$ cat config.mk
export PLATFORM = sky130hd
export DESIGN_NAME = pattern_sequencer
export DESIGN_NICKNAME = d
export VERILOG_FILES = /design/src/rtl/pattern_sequencer.sv
export SDC_FILE = /design/constraint.sdc
export NUM_CORES = 1
export LEC_CHECK = 0
export CELL_PAD_IN_SITES_DETAIL_PLACEMENT = 2
export CELL_PAD_IN_SITES_GLOBAL_PLACEMENT = 2
export CORE_UTILIZATION = 41
export CTS_CLUSTER_SIZE = 14
export DETAILED_ROUTE_END_ITERATION = 10
export HOLD_SLACK_MARGIN = 0.08
export PLACE_DENSITY = 0.91
export SYNTH_ARGS = -nofsm -noshare
export SYNTH_HDL_FRONTEND = slang
export SYNTH_SLANG_ARGS = --single-unit
$ cat constraint.sdc
create_clock -name clk -period 5.1 [get_ports clk]
set_input_delay 1.53 -clock clk [delete_from_list [all_inputs] [get_ports clk]]
set_output_delay 1.53 -clock clk [all_outputs]
set_load 0.1 [all_outputs]
$ cat src/rtl/pattern_sequencer.sv
// Chooses the dot-matrix pattern_id from debounced buttons or a timed auto-play.
// Define PATSEQ_PINGPONG_EN to make auto-play bounce between ids 1 and 15 instead of wrapping.
module pattern_sequencer #(
    parameter int TICK_DIV = 50_000_000
) (
    input  logic       clk,
    input  logic       rst,
    input  logic       btn_next,
    input  logic       btn_prev,
    input  logic       btn_mode,
    input  logic [1:0] speed,
    output logic [3:0] pattern_id,
    output logic       auto_mode,
    output logic       step_pulse
);

    localparam int CW = $clog2(4 * TICK_DIV);

    typedef enum logic [1:0] {
        ST_BLANK,
        ST_MANUAL,
        ST_AUTO
    } state_t;

    // Button bit order in the synchronizer vectors: {mode, prev, next}
    logic [2:0]    s1_q, s1_d, s2_q, s2_d, s3_q, s3_d;
    logic [2:0]    btn_rise;
    state_t        state_q, state_d;
    logic [3:0]    id_q, id_d;
    logic [CW-1:0] cnt_q, cnt_d;
    logic [1:0]    speed_q, speed_d;
    logic          auto_q, auto_d;
    logic          pulse_q, pulse_d;
    logic [CW-1:0] term;
    logic          ev_next, ev_prev, ev_mode;
`ifdef PATSEQ_PINGPONG_EN
    logic          dir_q, dir_d;
`endif

    function automatic logic [3:0] wrap_up(input logic [3:0] id);
        return (id == 4'd15) ? 4'd1 : id + 4'd1;
    endfunction

    function automatic logic [3:0] wrap_down(input logic [3:0] id);
        return (id == 4'd1) ? 4'd15 : id - 4'd1;
    endfunction

    assign btn_rise = s2_q & ~s3_q;
    // Simultaneous next and prev cancel each other; mode is resolved first below.
    assign ev_next  = btn_rise[0] & ~btn_rise[1];
    assign ev_prev  = btn_rise[1] & ~btn_rise[0];
    assign ev_mode  = btn_rise[2];
    // Terminal count uses the speed latched at the last counter clear.
    assign term     = CW'((32'(speed_q) + 32'd1) * 32'(TICK_DIV) - 32'd1);

    always_comb begin
        s1_d    = {btn_mode, btn_prev, btn_next};
        s2_d    = s1_q;
        s3_d    = s2_q;
        state_d = state_q;
        id_d    = id_q;
        cnt_d   = cnt_q;
        speed_d = speed_q;
`ifdef PATSEQ_PINGPONG_EN
        dir_d   = dir_q;
`endif
        unique case (state_q)
            ST_BLANK: begin
                if (ev_mode || ev_next) begin
                    state_d = ST_MANUAL;
                    id_d    = 4'd1;
                end else if (ev_prev) begin
                    state_d = ST_MANUAL;
                    id_d    = 4'd15;
                end
            end
            ST_MANUAL: begin
                if (ev_mode) begin
                    state_d = ST_AUTO;
                    cnt_d   = '0;
                    speed_d = speed;
`ifdef PATSEQ_PINGPONG_EN
                    dir_d   = 1'b1;
`endif
                end else if (ev_next) begin
                    id_d = wrap_up(id_q);
                end else if (ev_prev) begin
                    id_d = wrap_down(id_q);
                end
            end
            ST_AUTO: begin
                if (ev_mode) begin
                    state_d = ST_MANUAL;
                    cnt_d   = '0;
                end else if (ev_next || ev_prev) begin
                    id_d    = ev_next ? wrap_up(id_q) : wrap_down(id_q);
                    cnt_d   = '0;
                    speed_d = speed;
                end else if (cnt_q == term) begin
                    cnt_d   = '0;
                    speed_d = speed;
`ifdef PATSEQ_PINGPONG_EN
                    if (dir_q) begin
                        if (id_q == 4'd15) begin
                            id_d  = 4'd14;
                            dir_d = 1'b0;
                        end else begin
                            id_d = id_q + 4'd1;
                        end
                    end else begin
                        if (id_q == 4'd1) begin
                            id_d  = 4'd2;
                            dir_d = 1'b1;
                        end else begin
                            id_d = id_q - 4'd1;
                        end
                    end
`else
                    id_d = wrap_up(id_q);
`endif
                end else begin
                    cnt_d = cnt_q + CW'(1);
                end
            end
            default: begin
                state_d = ST_BLANK;
                id_d    = 4'd0;
                cnt_d   = '0;
            end
        endcase
        auto_d  = (state_d == ST_AUTO);
        pulse_d = (id_d != id_q);
    end

    always_ff @(posedge clk or negedge rst) begin
        if (!rst) begin
            s1_q    <= '0;
            s2_q    <= '0;
            s3_q    <= '0;
            state_q <= ST_BLANK;
            id_q    <= 4'd0;
            cnt_q   <= '0;
            speed_q <= 2'd0;
            auto_q  <= 1'b0;
            pulse_q <= 1'b0;
`ifdef PATSEQ_PINGPONG_EN
            dir_q   <= 1'b1;
`endif
        end else begin
            s1_q    <= s1_d;
            s2_q    <= s2_d;
            s3_q    <= s3_d;
            state_q <= state_d;
            id_q    <= id_d;
            cnt_q   <= cnt_d;
            speed_q <= speed_d;
            auto_q  <= auto_d;
            pulse_q <= pulse_d;
`ifdef PATSEQ_PINGPONG_EN
            dir_q   <= dir_d;
`endif
        end
    end

    assign pattern_id = id_q;
    assign auto_mode  = auto_q;
    assign step_pulse = pulse_q;

endmodule

==> key figures, run 1 <==
Run status
  • Outcome: completed

Final layout
  • Ant diodes: 0
  • Final Net Count: ~430
  • Footprint of the multi-input gates: 2120 um2
  • Filler cells: 931
  • Share of cells above drive strength 1: 0.0640
  • Storage element area: around 1200 um2
  • Leading cell types in the layout, fill and taps excluded: dfrtp_1, nand2_1, nand3_1
  • Design Area, Final: approximately 3800 um2
  • P&R area growth vs syn: 7.75%
  • Leading cell type in the layout, fill and taps excluded: dfrtp_1
  • Final Instance Count excl. Fillers: roughly 510

CTS
  • Setup Buffers After CTS: 0
  • Hold buffer count at cts: 0
  • Clk buf depth: 2
  • Root Buffer: clkbuf_8
  • Worst-skew pair later-pin latency: 0.31 ns
  • H-tree levels: 2
  • Post-CTS Resized: 0
  • Clk slew on worst S/H paths: around 0.090 ns
  • Clock buffer count from CTS: 5
  • Clock sink total: 47
  • CTS tree: yes

Yosys
  • Top_reg_cell synth: dfrtp_1
  • Yosys cell types: 70
  • Post-synth EDFFs: 0
  • Flops & latches, synth: 47
  • Synth async-reset ratio: 1.00
  • Synth Cell Area: between 3000 and 4000 um2
  • Post-synth top area share: 0.337
  • YS warnings: 0
  • Sequential element share of the synthesized area: 0.337
  • Mapped Nets: around 430
  • Cells after Synth: just over 400
  • Area leader, netlist: dfrtp_1
  • Top cells by area, synth: dfrtp_1, ha_1, nand3_1
  • Avg Synthesized Cell Area: 8.61 um2

Global route
  • Grt ovf: 0
  • Largest net degree at the start of global routing: 33
  • Total GRT Usage: 0.288
  • Global-route wire length before repair: between 15 and 20 mm
  • Initial antenna violation count: 0
  • Vias in the first global route: 3595

Worst setup path
  • Reg2reg start: speed_q[0]$_DFFE_PN0P_
  • Crit-path max FO: 19
  • CP max stage delay: about 1.2 ns
  • Critical-path cell list: clkdlybuf4s50_1
  • CP Capture Type: output port
  • Crit Path Class: register to output port
  • Nature of the critical path startpoint: register
  • Critical Path RT: between 3 and 4 ns
  • CP Data Arrival Time: around 2.3 ns
  • Buf/Inv on CP: 1
  • Worst-path cell with the longest stage delay: clkdlybuf4s50_1
  • CP Launch Point: pattern_id[2]$_DFF_PN0_
  • CP delay by family, top: buffers and inverters

Hold path
  • Hold path start: s1_q[0]$_DFF_PN0_
  • Worst Hold Class: register to register

Floorplanning
  • FP Rows: 33
  • Chip width: between 90 and 100 um
  • I/O pin cnt: 13
  • Initial core utilization: 0.425
  • CORE AREA: ~8200 um2
  • Die height: 94.2 um
  • Die area: 8880 um2

Pwr
  • Sw Share: 0.479
  • Worst vdd ir: roughly 0.00015 V
  • Cell Int Power: between 0.0008 and 0.0009 W
  • Leak: 1.50 nW
  • Pwr per Cell Area: between 400 and 500 nW/um2
  • Clock share of power: 0.176
  • Comb power frac: 0.511
  • Switching Power: between 0.0007 and 0.0008 W
  • Final total power: ~0.0016 W
  • Flop pwr share: 0.313

Routing
  • # DRC: 0
  • Drt wl/cell: roughly 23 um
  • Final wirelength: 11.9 mm
  • Initial DRC Count: roughly 220
  • Vias/cell: 6.55
  • Detailed Routing Iterations Pass 1: 4
  • DR vias: roughly 3300
  • Post-DRT Antenna Nets: 0

STA
  • Worst-margin pin slew: ~1.3 ns
  • Fin crit period: between 3 and 4 ns
  • Normalized max-slew margin: 0.157
  • Sum Neg Setup Slack: 0 ns
  • RSZ-0062 raised after global routing: false
  • Tcrit/Tclk final: 0.745
  • Layout Skew: 0.00520 ns
  • # setup viols final: 0
  • Max frequency: between 0.2 and 0.3 GHz
  • Final hold violations: 0
  • Slew Viols, Final: 0

Place
  • Post-placement cell count: slightly above 500
  • HPWL after detailed placement: about 8.4 mm
  • Port Buf Inserts: 12
  • Final GP Congestion: around 0.87
  • Dpl cell area: 3640 um2

Job
  • Max Cap Violations: 0
## cells in the mapped netlist, types with 3 or more instances
cell and instances:
nand2_1 29, o311ai_0 10, a211o_1 5, clkbuf_1 15, o211ai_1 3, ha_1 16, a221o_1 3, nor3b_1 6
nand3_1 28, inv_1 19, nor4b_1 3, a21oi_1 10, a211oi_1 7, o21ai_0 20, or3_1 5, o221a_2 3
nand4_1 6, a22o_1 5, xnor2_1 6, and3_1 8, dfrtp_1 47, a41o_1 3, and2_1 4, a21o_1 3
o21a_1 9, a31oi_1 6, nor4_1 12, nand2b_1 8, nor2b_1 10, nor3_1 13, or2_2 3, xor2_1 5
nor2_1 26
## power groups by stage
| stage | registers [W] | clock network, W | logic (W) |
|---|---|---|---|
| after floorplan | 0.000583 | 0 | 0.000543 |
| after global placement | 0.000510 | 0 | 0.000788 |
| after detailed placement | 0.000521 | 0 | 0.000827 |
| after CTS | 0.000515 | 0.000304 | 0.000842 |
| after global routing | 0.000528 | 0.000313 | 0.000917 |
| final | 0.000516 | 0.000290 | 0.000843 |
## registers in the layout (all words and copies together), names as in the netlist
register,cells
auto_mode,1
cnt_q,28
pattern_id,4
s1_q,3
s2_q,3
s3_q,3
speed_q,2
state_q,2
step_pulse,1
## path summary, 6_finish.rpt
| check | to | slack [ns] | cells past startpoint |
|---|---|---|---|
| setup / recovery | pattern_id[2] | 1.30 | 1 |
| hold / removal | s2_q[0]$_DFF_PN0_ | 0.36 | 0 |
| setup reg to reg | cnt_q[6]$_DFFE_PN0P_ | 1.55 | 10 |
| hold reg to reg | s2_q[0]$_DFF_PN0_ | 0.36 | 0 |
| max in group asynchronous | s3_q[2]$_DFF_PN0_ | 3.16 | 2 |
| min in group asynchronous | pattern_id[1]$_DFF_PN0_ | 1.14 | 1 |
## metal layers
layer / track usage / vias up / wire (um)
li1: - / 1526 / -
met4: 0.0987 / 0 / 238
met2: 0.468 / 79 / 5720
met5: 0 / - / 0
met3: 0.0405 / 25 / 475
met1: 0.388 / 1719 / 5430
## cell type report
class                   count  share of cell area
multi-input cells         316               0.565
flip-flops and latches     47               0.313
repair buffers             15              0.0366
well taps                 105              0.0350
inverters                  20              0.0200
clock buffers               5              0.0183
clock inverters             3              0.0123
## cells by family after synthesis
| kind of cell | count (synthesis) | share of synthesized area |
|---|---|---|
| mux | 3 | 0.00897 |
| compound gates | 109 | 0.231 |
| xor+xnor | 12 | 0.0352 |
| buf+inv | 42 | 0.0542 |
| fa+ha+maj | 16 | 0.0574 |
| simple gates | 176 | 0.276 |
| flops | 47 | 0.337 |
## stage by stage
stage               utilization  hold slack [ns]  setup WS [ns]
finish                    0.457            0.356           1.30
global route              0.457            0.367           1.23
CTS                       0.457            0.360           1.28
detailed placement        0.443            0.336           1.61
global placement          0.443            0.332           1.68
floorplan                     -            0.331           2.08
No activity file was read; power rests on OpenSTA's default activity.
==> run 2: changes to the inputs <==
--- a/config.mk
+++ b/config.mk
@@ -7,11 +7,11 @@
 export LEC_CHECK = 0
 export CELL_PAD_IN_SITES_DETAIL_PLACEMENT = 2
 export CELL_PAD_IN_SITES_GLOBAL_PLACEMENT = 2
-export CORE_UTILIZATION = 41
+export CORE_UTILIZATION = 38
 export CTS_CLUSTER_SIZE = 14
 export DETAILED_ROUTE_END_ITERATION = 10
 export HOLD_SLACK_MARGIN = 0.08
-export PLACE_DENSITY = 0.91
+export PLACE_DENSITY = 0.85
 export SYNTH_ARGS = -nofsm -noshare
 export SYNTH_HDL_FRONTEND = slang
 export SYNTH_SLANG_ARGS = --single-unit
==> constraint.sdc (replaced) <==
create_clock -name clk -period 3.9 [get_ports clk]
set_input_delay 1.17 -clock clk [delete_from_list [all_inputs] [get_ports clk]]
set_output_delay 1.17 -clock clk [all_outputs]
set_load 0.1 [all_outputs]
==> key figures, run 2 (same netlist as run 1, synthesis figures left out) <==
Run status
  • Outcome: complete, but fails checks
  • Failing checks: DRC

CTS
  • Post-CTS Resized: 0
  • Setup Buffers After CTS: 0
  • H-tree levels: 2
  • Hold buffer count at cts: 0
  • Worst-skew pair later-pin latency: roughly 0.31 ns
  • Clk buf depth: 2
  • Root Buffer: clkbuf_8
  • Clock buffer count from CTS: 5
  • Clk slew on worst S/H paths: ~0.08 ns
  • Clock sink total: 47
  • CTS tree: yes

Pwr
  • Leak: around 1.5 nW
  • Pwr per Cell Area: about 570 nW/um2
  • Worst vdd ir: just over 0.0002 V

Worst setup path
  • CP delay by family, top: compound AO/OA/AOI/OAI gates
  • Nature of the critical path startpoint: register
  • Worst-path cell with the longest stage delay: dfrtp_1
  • CP Capture Type: register
  • Crit Path Class: register to register
  • Critical Path RT: around 4.1 ns
  • Critical-path cell list: inv_1 > ha_1 > inv_2 > nor4b_1 > a31oi_1 > xnor3_4 > o21ai_2 > buf_4 > nor2_1 > a221o_1
  • CP Data Arrival Time: roughly 3.4 ns
  • CP Launch Point: speed_q[0]$_DFFE_PN0P_
  • Reg2reg start: speed_q[0]$_DFFE_PN0P_
  • Buf/Inv on CP: 3
  • Crit-path max FO: 28
  • CP max stage delay: about 0.57 ns

Floorplanning
  • Initial core utilization: 0.396
  • CORE AREA: 8810 um2
  • FP Rows: 34
  • Die height: 97.8 um
  • Die area: about 9600 um2
  • Chip width: slightly below 100 um
  • I/O pin cnt: 13

Hold path
  • Hold path start: s1_q[0]$_DFF_PN0_
  • Worst Hold Class: register to register

Routing
  • Detailed Routing Iterations Pass 1: 7
  • DR vias: 3324
  • Final wirelength: between 10 and 15 mm
  • Vias/cell: around 6.4
  • Drt wl/cell: ~22 um
  • Initial DRC Count: about 200
  • Post-DRT Antenna Nets: 0
  • # DRC: 2

Final layout
  • Max reg flops: 28
  • P&R area growth vs syn: 8.07%
  • Share of cells above drive strength 1: 0.0782
  • Ant diodes: 0
  • Leading cell type in the layout, fill and taps excluded: dfrtp_1
  • Leading cell types in the layout, fill and taps excluded: dfrtp_1, nand2_1, nand3_1
  • Design Area, Final: 3770 um2
  • Final Util: 0.428
  • Top reg by flops: cnt_q
  • Final Net Count: around 430

STA
  • Final hold violations: 0
  • Layout Skew: approximately 0.0088 ns
  • Sum Neg Setup Slack: 0 ns
  • Tcrit/Tclk final: 0.820
  • # setup viols final: 0
  • Worst-margin pin slew: between 0.9 and 1 ns
  • Slew Viols, Final: 0
  • RSZ-0062 raised after global routing: false
  • Normalized max-slew margin: 0.350
  • Max frequency: 0.313 GHz
  • Fin crit period: between 3 and 4 ns

Global route
  • Total GRT Usage: 0.253
  • Largest net degree at the start of global routing: 35
  • Initial antenna violation count: 0
  • Global-route wire length before repair: between 15 and 20 mm
  • Grt ovf: 0
  • Vias in the first global route: about 3600

Job
  • Max Cap Violations: 0

Place
  • Dpl cell area: 3670 um2
  • HPWL after detailed placement: a little over 8 mm
  • Port Buf Inserts: 12
  • Final GP Congestion: 0.905
## run 2: where the power goes
part / switching [W] / total, W / internal [W] / leakage (nW)
logic: 0.000700 / 0.00109 / 0.000394 / 0.856
registers: 0.000147 / 0.000679 / 0.000532 / 0.619
clock network: 0.000173 / 0.000361 / 0.000188 / 0.0513
## run 2: routing by layer
layer  vias to the layer above  wire [um]  part of all wire  track usage
met5                         -          0                 0            0
met4                         0        194             0.017       0.0536
met3                        13        474             0.041       0.0444
met2                        59       5290              0.46        0.417
met1                      1718       5540              0.48        0.350
li1                       1534          -                 -            -
## run 2: through the flow
stage	total power, W	hold slack, ns	instances	setup slack (ns)
2_1_floorplan	0.00147	0.331	405	0.877
3_3_place_gp	0.00171	0.331	510	0.896
3_5_place_dp	0.00178	0.340	510	0.691
4_1_cts	0.00214	0.360	517	0.683
5_1_grt	0.00226	0.377	517	0.457
6_report	0.00213	0.358	517	0.703
## run 2: cell type report
class | instances | area [um2]
clock buffer | 6 | 72.6
clock inverter | 1 | 30.0
fill | 985 | 5040
inverter | 20 | 75.1
multi-input combinational | 316 | 2120
sequential | 47 | 1180
tap | 108 | 135
timing repair buffer | 19 | 158
## run 2: final timing paths
| check | slack, ns | depth (start not counted) | end |
|---|---|---|---|
| setup / recovery | 0.70 | 10 | cnt_q[3]$_DFFE_PN0P_ |
| hold / removal | 0.36 | 0 | s2_q[0]$_DFF_PN0_ |
| setup reg to reg | 0.70 | 10 | cnt_q[3]$_DFFE_PN0P_ |
| hold reg to reg | 0.36 | 0 | s2_q[0]$_DFF_PN0_ |
| max in group asynchronous | 2.29 | 2 | state_q[0]$_DFF_PN0_ |
| min in group asynchronous | 0.79 | 1 | cnt_q[2]$_DFFE_PN0P_ |
## run 2: worst register-to-register path, cell delays in order, from the launching register on
cell     delay (ns)
dfrtp_1        0.57
inv_1          0.16
ha_1           0.38
inv_2          0.07
nor4b_1        0.38
a31oi_1        0.15
xnor3_4        0.38
o21ai_2        0.16
buf_4          0.32
nor2_1         0.20
a221o_1        0.33
==> run 3: changes to the inputs <==
==> constraint.sdc (replaced) <==
create_clock -name clk -period 3.15 [get_ports clk]
set_input_delay 0.945 -clock clk [delete_from_list [all_inputs] [get_ports clk]]
set_output_delay 0.945 -clock clk [all_outputs]
set_load 0.1 [all_outputs]
==> key figures, run 3 (same netlist as run 1, synthesis figures left out) <==
Floorplanning
  • Die area: about 9600 um2
  • CORE AREA: ~8800 um2
  • Chip width: roughly 98 um
  • FP Rows: 34
  • Initial core utilization: 0.396
  • Die height: between 90 and 100 um
  • I/O pin cnt: 13

Worst setup path
  • Worst reg2reg setup slack: around 0.25 ns
  • Worst-path cell with the longest stage delay: a211oi_1
  • Most frequent cell on the critical path: a211oi_1
  • CP Data Arrival Time: 3.08 ns
  • Critical Path RT: around 3.3 ns
  • R2r endpoint: step_pulse$_DFF_PN0_
  • CP max stage delay: 0.54 ns
  • Crit-path max FO: 8
  • Crit Path Class: register to register
  • CP delay by family, top: compound AO/OA/AOI/OAI gates
  • Buf/Inv on CP: 1
  • CP Capture Type: register
  • Critical-path cell list: nand2b_1 > inv_1 > ha_1 > nor2_1 > a211oi_1 > a211oi_1 > a31o_2 > o221ai_1 > nand4bb_1 > o21bai_1
  • Reg2reg start: s2_q[0]$_DFF_PN0_
  • Nature of the critical path startpoint: register
  • Worst reg2reg path depth: 10

Hold path
  • Hold Crit Endpoint: s2_q[2]$_DFF_PN0_
  • Min-Delay Path Depth: 0
  • Worst Hold Class: register to register
  • Hold path start: s1_q[2]$_DFF_PN0_

Routing
  • Routed wl met2: between 5 and 6 mm
  • Metal3 WL: between 400 and 500 um
  • Initial DRC Count: 184
  • Final wirelength: ~11 mm
  • Drt wl/cell: ~22 um
  • Vias/cell: approximately 6.3
  • Highest Signal Layer: met4
  • # DRC: 2
  • Detailed Routing Iterations Pass 1: 7
  • DR vias: 3285
  • Post-DRT Antenna Nets: 0
  • M1 wire length: between 5 and 6 mm

Place
  • HPWL after detailed placement: 8.31 mm
  • Post-placement cell count: between 500 and 600
  • Port Buf Inserts: 12
  • Final GP Congestion: 0.898

Job
  • Max Cap Violations: 0

Final layout
  • Ant diodes: 0
  • Leading cell type in the layout, fill and taps excluded: dfrtp_1
  • P&R area growth vs syn: 9.83%
  • Top reg by flops: cnt_q
  • Final Net Count: ~440
  • Max reg flops: 28
  • Leading cell types in the layout, fill and taps excluded: dfrtp_1, nand2_1, nand3_1
  • Final Instance Count excl. Fillers: roughly 530
  • Share of cells above drive strength 1: 0.106

STA
  • Normalized max-slew margin: 0.486
  • Worst-margin pin slew: about 0.76 ns
  • Sum Neg Setup Slack: 0 ns
  • Final hold violations: 0
  • RSZ-0062 raised after global routing: false
  • Fin crit period: a little under 3 ns
  • # setup viols final: 0
  • Slew Viols, Final: 0
  • Max frequency: 0.345 GHz
  • Tcrit/Tclk final: 0.920
  • Layout Skew: approximately 0.0050 ns

Global route
  • Total GRT Usage: 0.251
  • Global-route wire length before repair: about 19 mm
  • Grt ovf: 0
  • Largest net degree at the start of global routing: 48
  • Initial antenna violation count: 0
  • Vias in the first global route: roughly 3500

CTS
  • Clock buffer count from CTS: 5
  • Clock sink total: 47
  • Clk slew on worst S/H paths: around 0.090 ns
  • CTS tree: yes
  • Clk buf depth: 2
  • H-tree levels: 2
  • Setup Buffers After CTS: 0
  • Worst-skew pair later-pin latency: between 0.3 and 0.4 ns
  • Post-CTS Resized: 0
  • Root Buffer: clkbuf_8
  • Hold buffer count at cts: 0

Pwr
  • Pwr per Cell Area: ~690 nW/um2
  • Worst vdd ir: around 0.00029 V
  • Leak: roughly 1.6 nW

Run status
  • Outcome: complete, but fails checks
  • Failing checks: DRC
## run 3: layout make-up
cell class	instances	area (um2)
Fill cell	999	4970
Multi-Input combinational cell	316	2130
Sequential cell	47	1180
Timing Repair Buffer	26	230
Tap cell	108	135
Inverter	20	75.1
Clock buffer	6	72.6
Clock inverter	2	12.5
## run 3: metal layers
layer,vias to the layer above,track usage
met2,53,0.400
li1,1548,-
met1,1670,0.358
met5,-,0
met4,0,0.0699
met3,14,0.0315
## run 3: through the flow
step                hold slack (ns)  area (um2)   util  total power (W)  setup slack, ns
CTS                           0.360        3820  0.434          0.00264            0.154
global placement              0.331        3740  0.425          0.00218            0.304
floorplan                     0.331        3490      -          0.00182            0.127
finish                        0.355        3830  0.435          0.00263            0.252
global route                  0.372        3830  0.435          0.00280           0.0827
detailed placement            0.336        3740  0.425          0.00225            0.162
## run 3: how the worst max path moves through the flow
| stage | from | end | slack (ns) | cells past startpoint |
|---|---|---|---|---|
| 6_report | s2_q[0]$_DFF_PN0_ | step_pulse$_DFF_PN0_ | 0.25 | 10 |
| 5_1_grt | speed_q[1]$_DFFE_PN0P_ | cnt_q[3]$_DFFE_PN0P_ | 0.08 | 9 |
| 4_1_cts | speed_q[1]$_DFFE_PN0P_ | cnt_q[3]$_DFFE_PN0P_ | 0.15 | 9 |
| 3_5_place_dp | speed_q[1]$_DFFE_PN0P_ | cnt_q[3]$_DFFE_PN0P_ | 0.16 | 9 |
| 3_3_place_gp | speed_q[1]$_DFFE_PN0P_ | pattern_id[2]$_DFF_PN0_ | 0.30 | 9 |
| 2_1_floorplan | pattern_id[1]$_DFF_PN0_ | step_pulse$_DFF_PN0_ | 0.13 | 10 |
## run 3: power breakdown
| part | internal [W] | switching (W) |
|---|---|---|
| logic | 0.000529 | 0.000954 |
| registers | 0.000662 | 0.000108 |
| clock network | 0.000156 | 0.000221 |
